$ cat config.mk
export PLATFORM = sky130hd
export DESIGN_NAME = ram_access_unit
export DESIGN_NICKNAME = d
export VERILOG_FILES = /design/src/rtl/ram_access_unit_pkg.sv /design/src/rtl/ram_access_unit_bit_addr_decode.sv /design/src/rtl/ram_access_unit.sv
export SDC_FILE = /design/constraint.sdc
export NUM_CORES = 1
export LEC_CHECK = 0
export BUFFER_PORTS_ARGS = -buffer_cell sky130_fd_sc_hd__buf_2
export CAP_MARGIN = 10
export CORE_ASPECT_RATIO = 0.5
export CORE_MARGIN = 2
export CORE_UTILIZATION = 50
export DETAILED_ROUTE_END_ITERATION = 16
export GPL_ROUTABILITY_DRIVEN = 0
export PLACE_DENSITY = 0.85
export SLEW_MARGIN = 20
export SYNTH_ARGS = -nofsm -noshare
export SYNTH_HDL_FRONTEND = slang
export SYNTH_HIERARCHICAL = 1
export SYNTH_SLANG_ARGS = --single-unit
$ cat constraint.sdc
create_clock -name clock -period 2.6 [get_ports clock]
set_input_delay 0.26 -clock clock [delete_from_list [all_inputs] [get_ports clock]]
set_output_delay 0.26 -clock clock [all_outputs]
set_load 0.005 [all_outputs]
$ cat src/rtl/ram_access_unit_pkg.sv
// rtl/ram_access_unit_pkg.sv - RAM_access codes, bit-op opcodes and SP reset value shared by the RAM access unit
package ram_access_unit_pkg;

  localparam logic [3:0] NONE           = 4'd0;
  localparam logic [3:0] RD_RAM_REG     = 4'd1;
  localparam logic [3:0] WR_RAM_REG     = 4'd2;
  localparam logic [3:0] RD_RAM_REG_IND = 4'd3;
  localparam logic [3:0] WR_RAM_REG_IND = 4'd4;
  localparam logic [3:0] RD_RAM_DIRECT  = 4'd5;
  localparam logic [3:0] WR_RAM_DIRECT  = 4'd6;
  localparam logic [3:0] RD_RAM_IM      = 4'd7;
  localparam logic [3:0] WR_RAM_REG_IM  = 4'd8;
  localparam logic [3:0] WR_RAM_BIT     = 4'd9;
  localparam logic [3:0] RD_RAM_STACK   = 4'd10;
  localparam logic [3:0] WR_RAM_STACK   = 4'd11;

  localparam logic [7:0] SETB_B = 8'hD2;
  localparam logic [7:0] CLR_B  = 8'hC2;
  localparam logic [7:0] CPL_B  = 8'hB2;

  localparam logic [7:0] SP_RESET = 8'h07;

  // Codes whose first access cycle drives ram_we.
  function automatic logic is_write(input logic [3:0] code);
    return (code == WR_RAM_REG) || (code == WR_RAM_REG_IND) || (code == WR_RAM_DIRECT) ||
           (code == WR_RAM_REG_IM) || (code == WR_RAM_STACK);
  endfunction

endpackage

$ cat src/rtl/ram_access_unit_bit_addr_decode.sv
// rtl/ram_access_unit_bit_addr_decode.sv - maps a bit address to its RAM/SFR byte address and bit mask
module bit_addr_decode (
  input  logic [7:0] operand,
  output logic [7:0] byte_addr,
  output logic [7:0] mask
);

  // Low 128 bits live in 0x20..0x2F; upper bits are in bit-addressable SFRs.
  assign byte_addr = operand[7] ? {operand[7:3], 3'b000} : (8'h20 + {4'b0000, operand[6:3]});
  assign mask      = 8'd1 << operand[2:0];

endmodule

$ cat src/rtl/ram_access_unit.sv
// rtl/ram_access_unit.sv - internal RAM micro-op sequencer with stack pointer; RAM_ACCESS_STACK_OVF_EN enables stack_ovf
module ram_access_unit
  import ram_access_unit_pkg::*;
(
  input  logic        clock,
  input  logic        reset,
  input  logic        start,
  input  logic [3:0]  access,
  input  logic [7:0]  opcode,
  input  logic [7:0]  operand,
  input  logic [7:0]  acc,
  input  logic [1:0]  bank,
  input  logic [15:0] pc,
  input  logic [7:0]  ram_rdata,
  output logic [7:0]  ram_addr,
  output logic [7:0]  ram_wdata,
  output logic        ram_we,
  output logic [7:0]  rdata,
  output logic [15:0] pc_pop,
  output logic [7:0]  sp,
  output logic        busy,
  output logic        done,
  output logic        stack_ovf
);

  typedef enum logic [3:0] {
    S_IDLE, S_PTR, S_PTR_W, S_ACC, S_RD_W, S_BIT_WR, S_STK2, S_STK2_W, S_DONE
  } state_t;

  state_t      state_q;
  logic [7:0]  ram_addr_q, ram_wdata_q, rdata_q, sp_q;
  logic [15:0] pc_pop_q;
  logic        ram_we_q, busy_q, done_q;

  logic [7:0] reg_addr, ri_addr, bit_byte, bit_mask, bit_new;
  logic [7:0] acc_addr, acc_wdata;
  logic       acc_we, is_push, is_pop, is_ind, sp_up, sp_dn;

  bit_addr_decode u_bit_dec (
    .operand   (operand),
    .byte_addr (bit_byte),
    .mask      (bit_mask)
  );

  assign reg_addr = {3'b000, bank, opcode[2:0]};
  assign ri_addr  = {3'b000, bank, 2'b00, opcode[0]};
  assign is_push  = (access == WR_RAM_STACK);
  assign is_pop   = (access == RD_RAM_STACK);
  assign is_ind   = (access == RD_RAM_REG_IND) || (access == WR_RAM_REG_IND);
  assign acc_we   = is_write(access);
  assign sp_up    = is_push && ((state_q == S_IDLE && start) || state_q == S_ACC);
  assign sp_dn    = is_pop && ((state_q == S_IDLE && start) || state_q == S_RD_W);

  // Address/data presented on entry to ACC; the indirect pointer is taken straight from ram_rdata in PTR_W.
  always_comb begin
    acc_addr  = 8'h00;
    acc_wdata = acc;
    case (access)
      RD_RAM_REG, WR_RAM_REG, WR_RAM_REG_IM: acc_addr = reg_addr;
      RD_RAM_REG_IND, WR_RAM_REG_IND:        acc_addr = ram_rdata;
      RD_RAM_DIRECT, WR_RAM_DIRECT:          acc_addr = operand;
      WR_RAM_BIT:                            acc_addr = bit_byte;
      RD_RAM_STACK:                          acc_addr = sp_q;
      WR_RAM_STACK:                          acc_addr = sp_q + 8'd1;
      default:                               acc_addr = 8'h00;
    endcase
    if (access == WR_RAM_REG_IM) acc_wdata = operand;
    else if (is_push)            acc_wdata = pc[7:0];
  end

  always_comb begin
    bit_new = ram_rdata;
    case (opcode)
      SETB_B:  bit_new = ram_rdata | bit_mask;
      CLR_B:   bit_new = ram_rdata & ~bit_mask;
      CPL_B:   bit_new = ram_rdata ^ bit_mask;
      default: bit_new = ram_rdata;
    endcase
  end

  always_ff @(posedge clock or negedge reset) begin
    if (!reset) begin
      state_q     <= S_IDLE;
      ram_addr_q  <= 8'h00;
      ram_wdata_q <= 8'h00;
      ram_we_q    <= 1'b0;
      rdata_q     <= 8'h00;
      pc_pop_q    <= 16'h0000;
      sp_q        <= SP_RESET;
      busy_q      <= 1'b0;
      done_q      <= 1'b0;
    end else begin
      ram_we_q <= 1'b0;
      done_q   <= 1'b0;
      if (sp_up)      sp_q <= sp_q + 8'd1;
      else if (sp_dn) sp_q <= sp_q - 8'd1;
      case (state_q)
        S_IDLE: if (start) begin
          busy_q <= 1'b1;
          if (access == RD_RAM_IM) begin
            rdata_q <= operand;
            state_q <= S_DONE;
          end else if (is_ind) begin
            ram_addr_q <= ri_addr;
            state_q    <= S_PTR;
          end else if (access == NONE || access > WR_RAM_STACK) begin
            state_q <= S_DONE;
          end else begin
            ram_addr_q  <= acc_addr;
            ram_wdata_q <= acc_wdata;
            ram_we_q    <= acc_we;
            state_q     <= S_ACC;
          end
        end
        S_PTR: state_q <= S_PTR_W;
        S_PTR_W: begin
          ram_addr_q  <= acc_addr;
          ram_wdata_q <= acc_wdata;
          ram_we_q    <= acc_we;
          state_q     <= S_ACC;
        end
        S_ACC: begin
          if (is_push) begin
            ram_addr_q  <= sp_q + 8'd1;
            ram_wdata_q <= pc[15:8];
            ram_we_q    <= 1'b1;
            state_q     <= S_STK2;
          end else if (acc_we) state_q <= S_DONE;
          else                 state_q <= S_RD_W;
        end
        S_RD_W: begin
          if (is_pop) begin
            pc_pop_q[15:8] <= ram_rdata;
            ram_addr_q     <= sp_q;
            state_q        <= S_STK2;
          end else if (access == WR_RAM_BIT) begin
            ram_wdata_q <= bit_new;
            ram_we_q    <= 1'b1;
            state_q     <= S_BIT_WR;
          end else begin
            rdata_q <= ram_rdata;
            state_q <= S_DONE;
          end
        end
        S_BIT_WR: state_q <= S_DONE;
        S_STK2:   state_q <= is_pop ? S_STK2_W : S_DONE;
        S_STK2_W: begin
          pc_pop_q[7:0] <= ram_rdata;
          state_q       <= S_DONE;
        end
        S_DONE: begin
          done_q  <= 1'b1;
          busy_q  <= 1'b0;
          state_q <= S_IDLE;
        end
        default: state_q <= S_IDLE;
      endcase
    end
  end

`ifdef RAM_ACCESS_STACK_OVF_EN
  logic ovf_q;
  always_ff @(posedge clock or negedge reset) begin
    if (!reset) ovf_q <= 1'b0;
    else if ((sp_up && sp_q == 8'hFF) || (sp_dn && sp_q == 8'h00)) ovf_q <= 1'b1;
  end
  assign stack_ovf = ovf_q;
`else
  assign stack_ovf = 1'b0;
`endif

  assign ram_addr  = ram_addr_q;
  assign ram_wdata = ram_wdata_q;
  assign ram_we    = ram_we_q;
  assign rdata     = rdata_q;
  assign pc_pop    = pc_pop_q;
  assign sp        = sp_q;
  assign busy      = busy_q;
  assign done      = done_q;

endmodule

==> flow_summary.json, run 1 <==
{
  "outcome": "complete, no violations",
  "powerDensity_nw_per_um2": 824,
  "crit_buf_inv": 1,
  "grt_pass1_vias": 4348,
  "dieArea_um2": 9540,
  "path_class": "reg -> reg",
  "synth-seq-cells": 55,
  "path_cells": "inv_1 -> ha_1 -> mux2_2 -> a22oi_1 -> o21ai_0 -> a222oi_1 -> o21ai_0 -> mux2_2",
  "yosysMostFrequentCell": "nand2_1",
  "layout-drive-gt1-share_pct": 26.4,
  "clkPwrFrac_pct": 18.2,
  "drtIter0Drc": 846,
  "postRouteAntennaNets": 0,
  "synth_cell_type_count": 73,
  "drv_slew": 0,
  "clk_pin_slew_ns": 0.07,
  "cts_tree": "yes",
  "grt_max_degree": 56,
  "synth_top_area_share_pct": 29.8,
  "netlist_top_cells_count": "nand2_1 (68), nor2_1 (67), dfrtp_1 (52)",
  "postCtsSetupBuffers": 0,
  "avgSynthCellArea_um2": 8.03,
  "p_int_mw": 2.55,
  "io_pins": 109,
  "die_height_um": 70.1,
  "clock_sinks": 55,
  "syn_inst": 544,
  "drc": 0,
  "firstDrtPassIters": 8,
  "cts_made_buffers": 5,
  "vias": 4753,
  "grt_overflow": 0,
  "synth_edf_count": 0,
  "initial_core_util_pct": 50.9,
  "hold_ws_ns": 0.233,
  "synth_nets": 619,
  "crit_required_ns": 2.79,
  "rsz0062_at_grt": "no",
  "relSlewSlack_pct": 54.3,
  "drv_cap": 0,
  "leakage_nw": 2.37,
  "irDropWorstVdd_mv": 0.315,
  "viasPerCell": 6.30,
  "synth_warnings": 6,
  "register_area_um2": 1380,
  "antenna_found_initial": 0,
  "tightest_slew_ns": 0.684,
  "clock_path_buffers": 2,
  "ys.flop_type": "dfrtp_1",
  "grt_usage_pct": 28.9,
  "num_antenna_cells": 0,
  "ys_seq_area_share_pct": 31.6,
  "fillers": 766,
  "wl_per_cell_um": 18.0,
  "worst_setup_path_start_kind": "flip-flop",
  "finalCriticalPeriod_ns": 2.48,
  "totalWireLength_um": 13600,
  "p_comb_share_pct": 45.8,
  "syn_area_um2": 4370,
  "fp.coreArea_um2": 8590,
  "grt_first_pass_wirelength_um": 21800,
  "htreeDepth": 2,
  "final-setup-viol-count": 0,
  "hold_viol": 0,
  "slowest_delay_ns": 0.62,
  "min_period_over_period_pct": 95.2,
  "crit_arrival_ns": 2.66,
  "p_sw_share_pct": 41.0,
  "p_seq_share_pct": 36.0,
  "crit_path_end_kind": "flip-flop",
  "cts-root-buf": "clkbuf_16",
  "die_w_um": 136,
  "fin_nets": 711,
  "dp_hpwl_um": 9930,
  "numPortBuffers": 107,
  "timing.setup.tns_ns": 0,
  "p_switching_mw": 1.77,
  "slowest_stage": "dfstp_2",
  "path_max_fanout": 9,
  "hp-class": "in -> reg",
  "area_growth_pct": 19.9,
  "rows": 24,
  "multiInputGateArea_um2": 2740,
  "yosys.area.top_type": "dfrtp_1",
  "synthTopCellsByArea": "dfrtp_1 (30%), nand2_1 (5.8%), nor2_1 (5.8%)",
  "clock_skew_ns": 0.00360,
  "async_reset_ff_share_pct": 100,
  "max_freq_ghz": 0.404,
  "clk_latency_ns": 0.30,
  "critical_path.top_delay_family": "compound AO/OA/AOI/OAI gates"
}
## cell usage in the layout, fill, tap and decap left out, types with 4 or more instances in the layout
master and count:
buf_4 18, clkbuf_16 5, inv_1 23, nor3b_1 6
and3b_1 5, nor3_1 7, o21ai_0 42, buf_2 107
a31oi_1 4, ha_1 18, nand2_1 68, dfrtp_1 52
nor2b_1 6, and2_1 4, a221o_1 8, a22oi_1 13
xor2_1 6, nor4_1 5, nand3_1 7, a222oi_1 5
a21oi_1 35, a311oi_1 8, xnor2_1 7, nor2_1 67
o21ai_1 10, o221ai_1 4, a221oi_2 8, a211oi_1 12
## power groups by stage
stage | registers (mW) | logic [mW] | clock network [mW]
after detailed placement | 1.56 | 1.93 | 0
after global routing | 1.61 | 2.20 | 0.819
final | 1.56 | 1.98 | 0.787
after floorplan | 1.45 | 1.28 | 0
after global placement | 1.54 | 1.87 | 0
after CTS | 1.54 | 1.95 | 0.787
## kinds of logic (layout without fill, tap and decap cells)
group / after synthesis / count (layout) / share of synthesized area (%)
mux: 6 / 6 / 1.58
simple gates: 204 / 204 / 23.4
flops: 55 / 55 / 31.6
xor+xnor: 13 / 13 / 2.61
other cells: 1 / 1 / 0.0859
buf+inv: 66 / 159 / 6.24
fa+ha+maj: 18 / 18 / 5.16
compound gates: 181 / 181 / 29.4
## metrics by stage
step / std cells / area [µm²] / utilization, % / total power [mW] / setup slack, ns
final: 754 / 5240 / 61.0 / 4.32 / 0.124
after global routing: 754 / 5240 / 61.0 / 4.63 / 0.00149
after CTS: 754 / 5230 / 60.9 / 4.28 / 0.171
after detailed placement: 745 / 5050 / 58.8 / 3.49 / 0.189
after global placement: 745 / 5050 / 58.8 / 3.41 / 0.333
after floorplan: 544 / 4370 / - / 2.72 / 0.410
## layout make-up
| class | instances | area share (%) |
|---|---|---|
| repair buffers | 128 | 13.8 |
| clock inverters | 3 | 0.836 |
| inverters | 23 | 1.65 |
| multi-input cells | 423 | 52.2 |
| flip-flops and latches | 55 | 26.3 |
| well taps | 117 | 2.79 |
| clock buffers | 5 | 2.39 |
## worst reg2reg max path: cells and delay by family (launching register included)
| kind | cells | cell delay [ns] |
|---|---|---|
| muxes | 2 | 0.60 |
| DFF | 1 | 0.62 |
| adders and majority gates | 1 | 0.37 |
| AOI/OAI and AO/OA | 4 | 0.70 |
| buffers and inverters | 1 | 0.09 |
## worst paths after layout
path                            depth (start not counted)                    from                        to  slack, ns
worst max-delay path                                    8       sp[0]$_DFFE_PN1P_   ram_addr[1]$_DFFE_PN0P_       0.12
worst min-delay path                                    3                   pc[8]  ram_wdata[0]$_DFFE_PN0P_       0.23
worst max register to register                          8       sp[0]$_DFFE_PN1P_   ram_addr[1]$_DFFE_PN0P_       0.12
worst min register to register                          2  pc_pop[12]$_DFFE_PN0P_    pc_pop[12]$_DFFE_PN0P_       0.48
max in group asynchronous                               3                   reset         sp[1]$_DFFE_PN1P_       1.85
min in group asynchronous                               3                   reset    state_q[1]$_DFFE_PN0N_       0.46
## repair_timing
action / 4_1_cts / 5_1_grt
setup endpoints to repair: 0 / 1
resized for setup: 0 / 1
hold buffers: 1 / 0
endpoints found under the hold margin: 52 / 0
## per-layer routing
metal | track usage (%) | part of all wire (%)
met2 | 45.6 | 45
met3 | 5.37 | 10
met1 | 39.5 | 41
met4 | 11.1 | 3.5
met5 | 0 | 0
## state kept, by name (all words and copies together), names as in the netlist
register,cells
sp,8
ram_addr,8
ram_we,1
done,1
pc_pop,16
busy,1
rdata,8
ram_wdata,8
state_q,4
No activity file was read; power rests on OpenSTA's default activity.
==> inputs of run 2 (changes only) <==
CORE_UTILIZATION = 40   (was 50)
PLACE_DENSITY = 0.72   (was 0.85)
SLEW_MARGIN = unset   (was 20)
SYNTH_HIERARCHICAL = unset   (was 1)
==> run 2 against run 1 <==
Combinational power is 11% higher. Sequential share of layout area fell by 0.11 points. Largest cell class unchanged. Highest routed layer unchanged. Global-route usage shrank 5.6 points. Via count shrank 4.8%. Sequential cell count did not move. Clock skew grew 0.0015 ns. Non-clock buffer count rose by 7.
==> flow_summary.json, run 2 <==
{
  "numPortBuffers": 107,
  "clock_sinks": 55,
  "drv_cap": 0,
  "tightest_slew_ns": 0.661,
  "synth-compound-area-share_pct": 27.5,
  "layout-drive-gt1-share_pct": 26.7,
  "die_w_um": 152,
  "synthTopCellsByArea": "dfrtp_1 (30%), nand2_1 (6.2%), nor2_1 (5.8%)",
  "cts_tree": "yes",
  "firstDrtPassIters": 5,
  "crit_arrival_ns": 2.54,
  "htreeDepth": 2,
  "ys_seq_area_share_pct": 31.4,
  "hold_start": "pc[10]",
  "totalWireLength_um": 13800,
  "postRouteAntennaNets": 0,
  "drc": 0,
  "synth_warnings": 0,
  "fin_nets": 708,
  "worst_setup_path_start_kind": "flip-flop",
  "clock_skew_ns": 0.00514,
  "min_period_over_period_pct": 90.8,
  "synth_nets": 612,
  "drtIter0Drc": 494,
  "drv_slew": 0,
  "synth_cell_type_count": 73,
  "largest_reg_flops": 16,
  "reg2reg_depth": 6,
  "cts_resized": 0,
  "synth-xor-area-share_pct": 2.79,
  "post-route-util_pct": 50.4,
  "netlist_top_cells_count": "nand2_1 (72), nor2_1 (68), dfrtp_1 (52)",
  "powerDensity_nw_per_um2": 846,
  "fp.coreArea_um2": 10400,
  "hp-class": "in -> reg",
  "num_antenna_cells": 0,
  "relSlewSlack_pct": 55.6,
  "max_freq_ghz": 0.424,
  "hold_ws_ns": 0.231,
  "area_growth_pct": 19.7,
  "grt_use_met2_pct": 39.1,
  "yosys.area.top_type": "dfrtp_1",
  "r2r_start": "state_q[2]$_DFFE_PN0N_",
  "clk_pin_slew_ns": 0.08,
  "antenna_found_initial": 0,
  "final_cell_mix": "buf_2 (107), nand2_1 (72), nor2_1 (68)",
  "layout_commonest_cell": "buf_2",
  "path_class": "reg -> reg",
  "syn_area_um2": 4390,
  "crit_required_ns": 2.78,
  "async_reset_ff_share_pct": 100,
  "r2r-end": "ram_wdata[0]$_DFFE_PN0P_",
  "hold_viol": 0,
  "cts-root-buf": "clkbuf_16",
  "multiInputGateArea_um2": 2740,
  "synth_edf_count": 0,
  "die_height_um": 78.1,
  "vias": 4527,
  "yosys.area_share.simple_pct": 23.5,
  "synth_mux_area_share_pct": 2.76,
  "fillers": 1012,
  "synth_top_area_share_pct": 29.6,
  "ys.flop_type": "dfrtp_1",
  "synth_fa_ha_area_share_pct": 5.13,
  "io_pins": 109,
  "synth_top_family_by_area": "compound AO/OA/AOI/OAI gates",
  "avgSynthCellArea_um2": 8.18,
  "met3_usage_pct": 5.74,
  "final-setup-viol-count": 0,
  "leakage_nw": 2.41,
  "cts_made_buffers": 5,
  "clk_latency_ns": 0.30,
  "outcome": "complete, no violations",
  "irDropWorstVdd_mv": 0.306,
  "grt_max_degree": 56,
  "grt_first_pass_wirelength_um": 22200,
  "path_max_fanout": 16,
  "rsz0062_at_grt": "no",
  "busiest_layer": "met2",
  "dp_hpwl_um": 10300,
  "hold_path_end": "ram_wdata[2]$_DFFE_PN0P_",
  "synth-seq-cells": 55,
  "clock_path_buffers": 2,
  "initial_core_util_pct": 42.1,
  "grt_usage_pct": 23.3,
  "rrSetupSlack_ns": 0.24,
  "grtUsageMet1_pct": 30.0,
  "finalCriticalPeriod_ns": 2.36,
  "wl_per_cell_um": 17.9,
  "syn_inst": 537,
  "viasPerCell": 5.85,
  "crit_path_end_kind": "flip-flop",
  "dieArea_um2": 11900,
  "rows": 26,
  "timing.setup.tns_ns": 0,
  "hold_depth": 3,
  "grt_overflow": 0,
  "grt_pass1_vias": 4247,
  "register_area_um2": 1380,
  "yosysMostFrequentCell": "nand2_1"
}
## run 2: cell count changes after synthesis, moves of 5 or more
cell	before	now
nand2b_1	3	8
a311oi_1	8	0
mux2i_1	2	11
a31oi_1	4	17
a21oi_1	35	15
inv_1	23	17
## run 2: layout make-up
type	instances	share of cell area [%]
tap	140	3.33
sequential	55	26.2
inverter	17	1.21
multi-input combinational	419	52.0
clock inverter	3	0.357
timing repair buffer	135	14.5
clock buffer	5	2.38
## run 2: worst max path at each step
stage | startpoint | end | cells past startpoint
2_1_floorplan | state_q[1]$_DFFE_PN0N_ | ram_wdata[0]$_DFFE_PN0P_ | 9
3_3_place_gp | state_q[2]$_DFFE_PN0N_ | ram_wdata[7]$_DFFE_PN0P_ | 6
3_5_place_dp | state_q[2]$_DFFE_PN0N_ | ram_wdata[4]$_DFFE_PN0P_ | 6
4_1_cts | state_q[2]$_DFFE_PN0N_ | ram_wdata[7]$_DFFE_PN0P_ | 6
5_1_grt | state_q[2]$_DFFE_PN0N_ | ram_wdata[5]$_DFFE_PN0P_ | 6
6_report | state_q[2]$_DFFE_PN0N_ | ram_wdata[0]$_DFFE_PN0P_ | 6
## run 2: cells by family (layout without fill, tap and decap cells)
logic type / Yosys count / in the layout
xor gates and xnor gates: 14 / 14
DFF: 55 / 55
other: 1 / 1
and+or+nand+nor: 205 / 205
AOI/OAI and AO/OA: 169 / 169
muxes: 12 / 12
buffers and inverters: 63 / 160
adders and majority gates: 18 / 18
## run 2: layer usage
metal	vias to the layer above	routed length, µm
li1	2148	-
met1	2162	6080
met2	186	6420
met3	31	1060
met4	0	271
met5	-	0
## run 2: timing repair
action / CTS / global route
hold buffers: 1 / 0
buffers inserted: 0 / 0
endpoints found under the hold margin: 52 / 0
## run 2: report_power, final
group | internal (mW) | switching, mW | leakage [nW]
clock network | 0.359 | 0.338 | 0.0740
registers | 1.23 | 0.328 | 0.664
logic | 0.993 | 1.20 | 1.68
## run 2: metrics by stage
stage               area, µm²  total power [mW]  setup slack (ns)  std cells
floorplan                4390              2.91             0.394        537
global placement         5110              3.70             0.303        765
detailed placement       5110              3.75             0.248        765
CTS                      5260              4.45             0.247        774
global route             5260              4.78            0.0271        774
finish                   5260              4.45             0.240        774
## run 2: critical path, stage by stage (launching register included)
cell     delay, ns
dfrtp_1       0.55
or3b_1        0.41
a21oi_2       0.16
a21oi_1       0.08
or4_1         0.80
nand2_1       0.16
o21ai_1       0.07
==> inputs of run 3 (changes only) <==
ABC_AREA = 1   (was unset)
==> run 3 against run 2 <==
Die area shrank 2.7%. Via count rose by 4.6%. First-iteration DRC count is 14% lower. Combinational power grew 16%. Total power up 8.6%. Area after synthesis down 2.8%. Cell area fell by 3.0%.
==> flow_summary.json, run 3 <==
{
  "clock_path_buffers": 2,
  "dieArea_um2": 11600,
  "totalWireLength_um": 13500,
  "leakage_nw": 2.61,
  "drtIter0Drc": 426,
  "async_reset_ff_share_pct": 100,
  "irDropWorstVdd_mv": 0.361,
  "cts_tree": "yes",
  "hold_viol": 0,
  "grt_first_pass_wirelength_um": 21800,
  "layout-drive-gt1-share_pct": 22.5,
  "layout_commonest_cell": "nand2_1",
  "min_period_over_period_pct": 77.5,
  "syn_area_um2": 4270,
  "synth_cell_type_count": 39,
  "htreeDepth": 2,
  "p_comb_share_pct": 52.9,
  "ys.flop_type": "dfrtp_1",
  "cp_common_cell": "nor2_1",
  "syn_inst": 637,
  "max_freq_ghz": 0.496,
  "rows": 26,
  "p_sw_share_pct": 45.9,
  "p_int_mw": 2.62,
  "crit_path_end_kind": "flip-flop",
  "numPortBuffers": 107,
  "hold_buffers": 1,
  "synth_top_area_share_pct": 30.5,
  "io_pins": 109,
  "path_max_fanout": 11,
  "grt_max_degree": 33,
  "largest_reg_flops": 16,
  "synth_warnings": 0,
  "grt_usage_pct": 23.6,
  "rsz0062_at_grt": "no",
  "crit_arrival_ns": 2.22,
  "postCtsSetupBuffers": 0,
  "synth_nets": 712,
  "worst_setup_path_start_kind": "flip-flop",
  "final_cell_mix": "nand2_1 (178), buf_2 (107), nor2_1 (86)",
  "tightest_slew_ns": 0.737,
  "grt_pass1_vias": 4288,
  "slowest_delay_ns": 0.43,
  "wl_per_cell_um": 15.3,
  "synth-seq-cells": 55,
  "clock_sinks": 55,
  "slowest_stage": "nor2_1",
  "netlist_top_cells_count": "nand2_1 (178), nor2_1 (86), nand3_1 (77)",
  "clk_pin_slew_ns": 0.08,
  "dp_hpwl_um": 10500,
  "firstDrtPassIters": 7,
  "clkPwrFrac_pct": 15.1,
  "path_class": "reg -> reg",
  "yosys.area.top_type": "dfrtp_1",
  "yosysMostFrequentCell": "nand2_1",
  "die_height_um": 77.1,
  "antenna_found_initial": 0,
  "relSlewSlack_pct": 50.7,
  "drv_cap": 0,
  "cts_resized": 0,
  "grt_overflow": 0,
  "hp-class": "in -> reg",
  "fp.coreArea_um2": 10300,
  "post-route-util_pct": 49.5,
  "synth_edf_count": 0,
  "timing.setup.tns_ns": 0,
  "p_seq_share_pct": 32.0,
  "crit_required_ns": 2.80,
  "vias": 4736,
  "die_w_um": 150,
  "powerDensity_nw_per_um2": 947,
  "clk_latency_ns": 0.31,
  "path_cells": "inv_2 -> nand2_2 -> nor2_1 -> nor2_1 -> buf_4 -> nand3_1 -> nand3_2 -> nor2_1 -> nand2_1 -> nor2_1 -> nor2_1",
  "area_growth_pct": 19.5,
  "initial_core_util_pct": 41.4,
  "drc": 0,
  "finalCriticalPeriod_ns": 2.01,
  "postRouteAntennaNets": 0,
  "clock_skew_ns": 0.00829,
  "avgSynthCellArea_um2": 6.71,
  "drv_slew": 0,
  "viasPerCell": 5.37,
  "cts_made_buffers": 5,
  "p_switching_mw": 2.22,
  "num_antenna_cells": 0,
  "ys_seq_area_share_pct": 32.3,
  "outcome": "complete, no violations",
  "synthTopCellsByArea": "dfrtp_1 (30%), nand2_1 (16%), nand3_1 (9.0%)",
  "cts-root-buf": "clkbuf_16",
  "final-setup-viol-count": 0,
  "fin_nets": 816
}
-- run 3: changes by cell type in the layout (fill, tap and decap cells not counted), moves of 14 or more --
cell,before,now
a211oi_1,16,0
nand2_1,72,178
nor2_1,68,86
inv_1,17,44
nand3_1,6,77
buf_4,26,7
o21ai_0,39,25
-- run 3: final cells by class --
class                      count  area [µm²]
inverter                      56         218
sequential                    55        1380
multi-input combinational    508        2580
clock buffer                   5         125
clock inverter                 3        28.8
timing repair buffer         115         598
tap                          140         175
fill                        1062        5210
-- run 3: worst paths after layout --
path / slack, ns / start / cells past startpoint / end
setup reg to reg: 0.59 / state_q[0]$_DFFE_PN0N_ / 11 / ram_addr[4]$_DFFE_PN0P_
max in group asynchronous: 1.62 / reset / 3 / ram_wdata[3]$_DFFE_PN0P_
setup / recovery: 0.59 / state_q[0]$_DFFE_PN0N_ / 11 / ram_addr[4]$_DFFE_PN0P_
min in group asynchronous: 0.32 / reset / 2 / busy$_DFFE_PN0P_
hold reg to reg: 0.48 / pc_pop[8]$_DFFE_PN0P_ / 2 / pc_pop[8]$_DFFE_PN0P_
hold / removal: 0.26 / ram_rdata[3] / 3 / rdata[3]$_DFFE_PN0P_
-- run 3: layer usage --
layer  vias up  global-route usage [%]  wire length [µm]
met5         -                       0                 0
met3        34                    5.24              1180
met2       220                    38.1              6200
li1       2312                       -                 -
met4         0                    5.75               234
met1      2170                    32.2              5880
-- run 3: kinds of logic after synthesis --
family	Yosys count	synth area share [%]
fa+ha+maj	18	5.27
other cells	1	0.0878
buf+inv	74	7.32
compound gates	86	12.2
simple gates	396	41.4
flops	55	32.3
xor+xnor	7	1.44
-- run 3: worst max-delay path: cells and delay by family (launching register included) --
family | cells | cell delay, ns
AND/OR/NAND/NOR | 9 | 1.24
flip-flops | 1 | 0.40
buffers and inverters | 2 | 0.26
-- run 3: power by group through the flow --
stage / Sequential [mW] / Clock (mW) / Combinational [mW]
2_1_floorplan: 1.56 / 0 / 1.65
3_3_place_gp: 1.56 / 0 / 2.48
3_5_place_dp: 1.57 / 0 / 2.53
4_1_cts: 1.55 / 0.735 / 2.54
5_1_grt: 1.61 / 0.775 / 2.89
6_report: 1.55 / 0.728 / 2.56
-- run 3: through the flow --
step / instance area [µm²] / worst slack (ns) / power, mW / instances / hold WS, ns
6_report: 5100 / 0.585 / 4.83 / 882 / 0.261
5_1_grt: 5100 / 0.435 / 5.28 / 882 / 0.264
4_1_cts: 5100 / 0.619 / 4.83 / 882 / 0.257
3_5_place_dp: 4940 / 0.643 / 4.10 / 873 / 0.122
3_3_place_gp: 4940 / 0.669 / 4.04 / 873 / 0.116
2_1_floorplan: 4270 / 1.05 / 3.20 / 637 / -0.0356
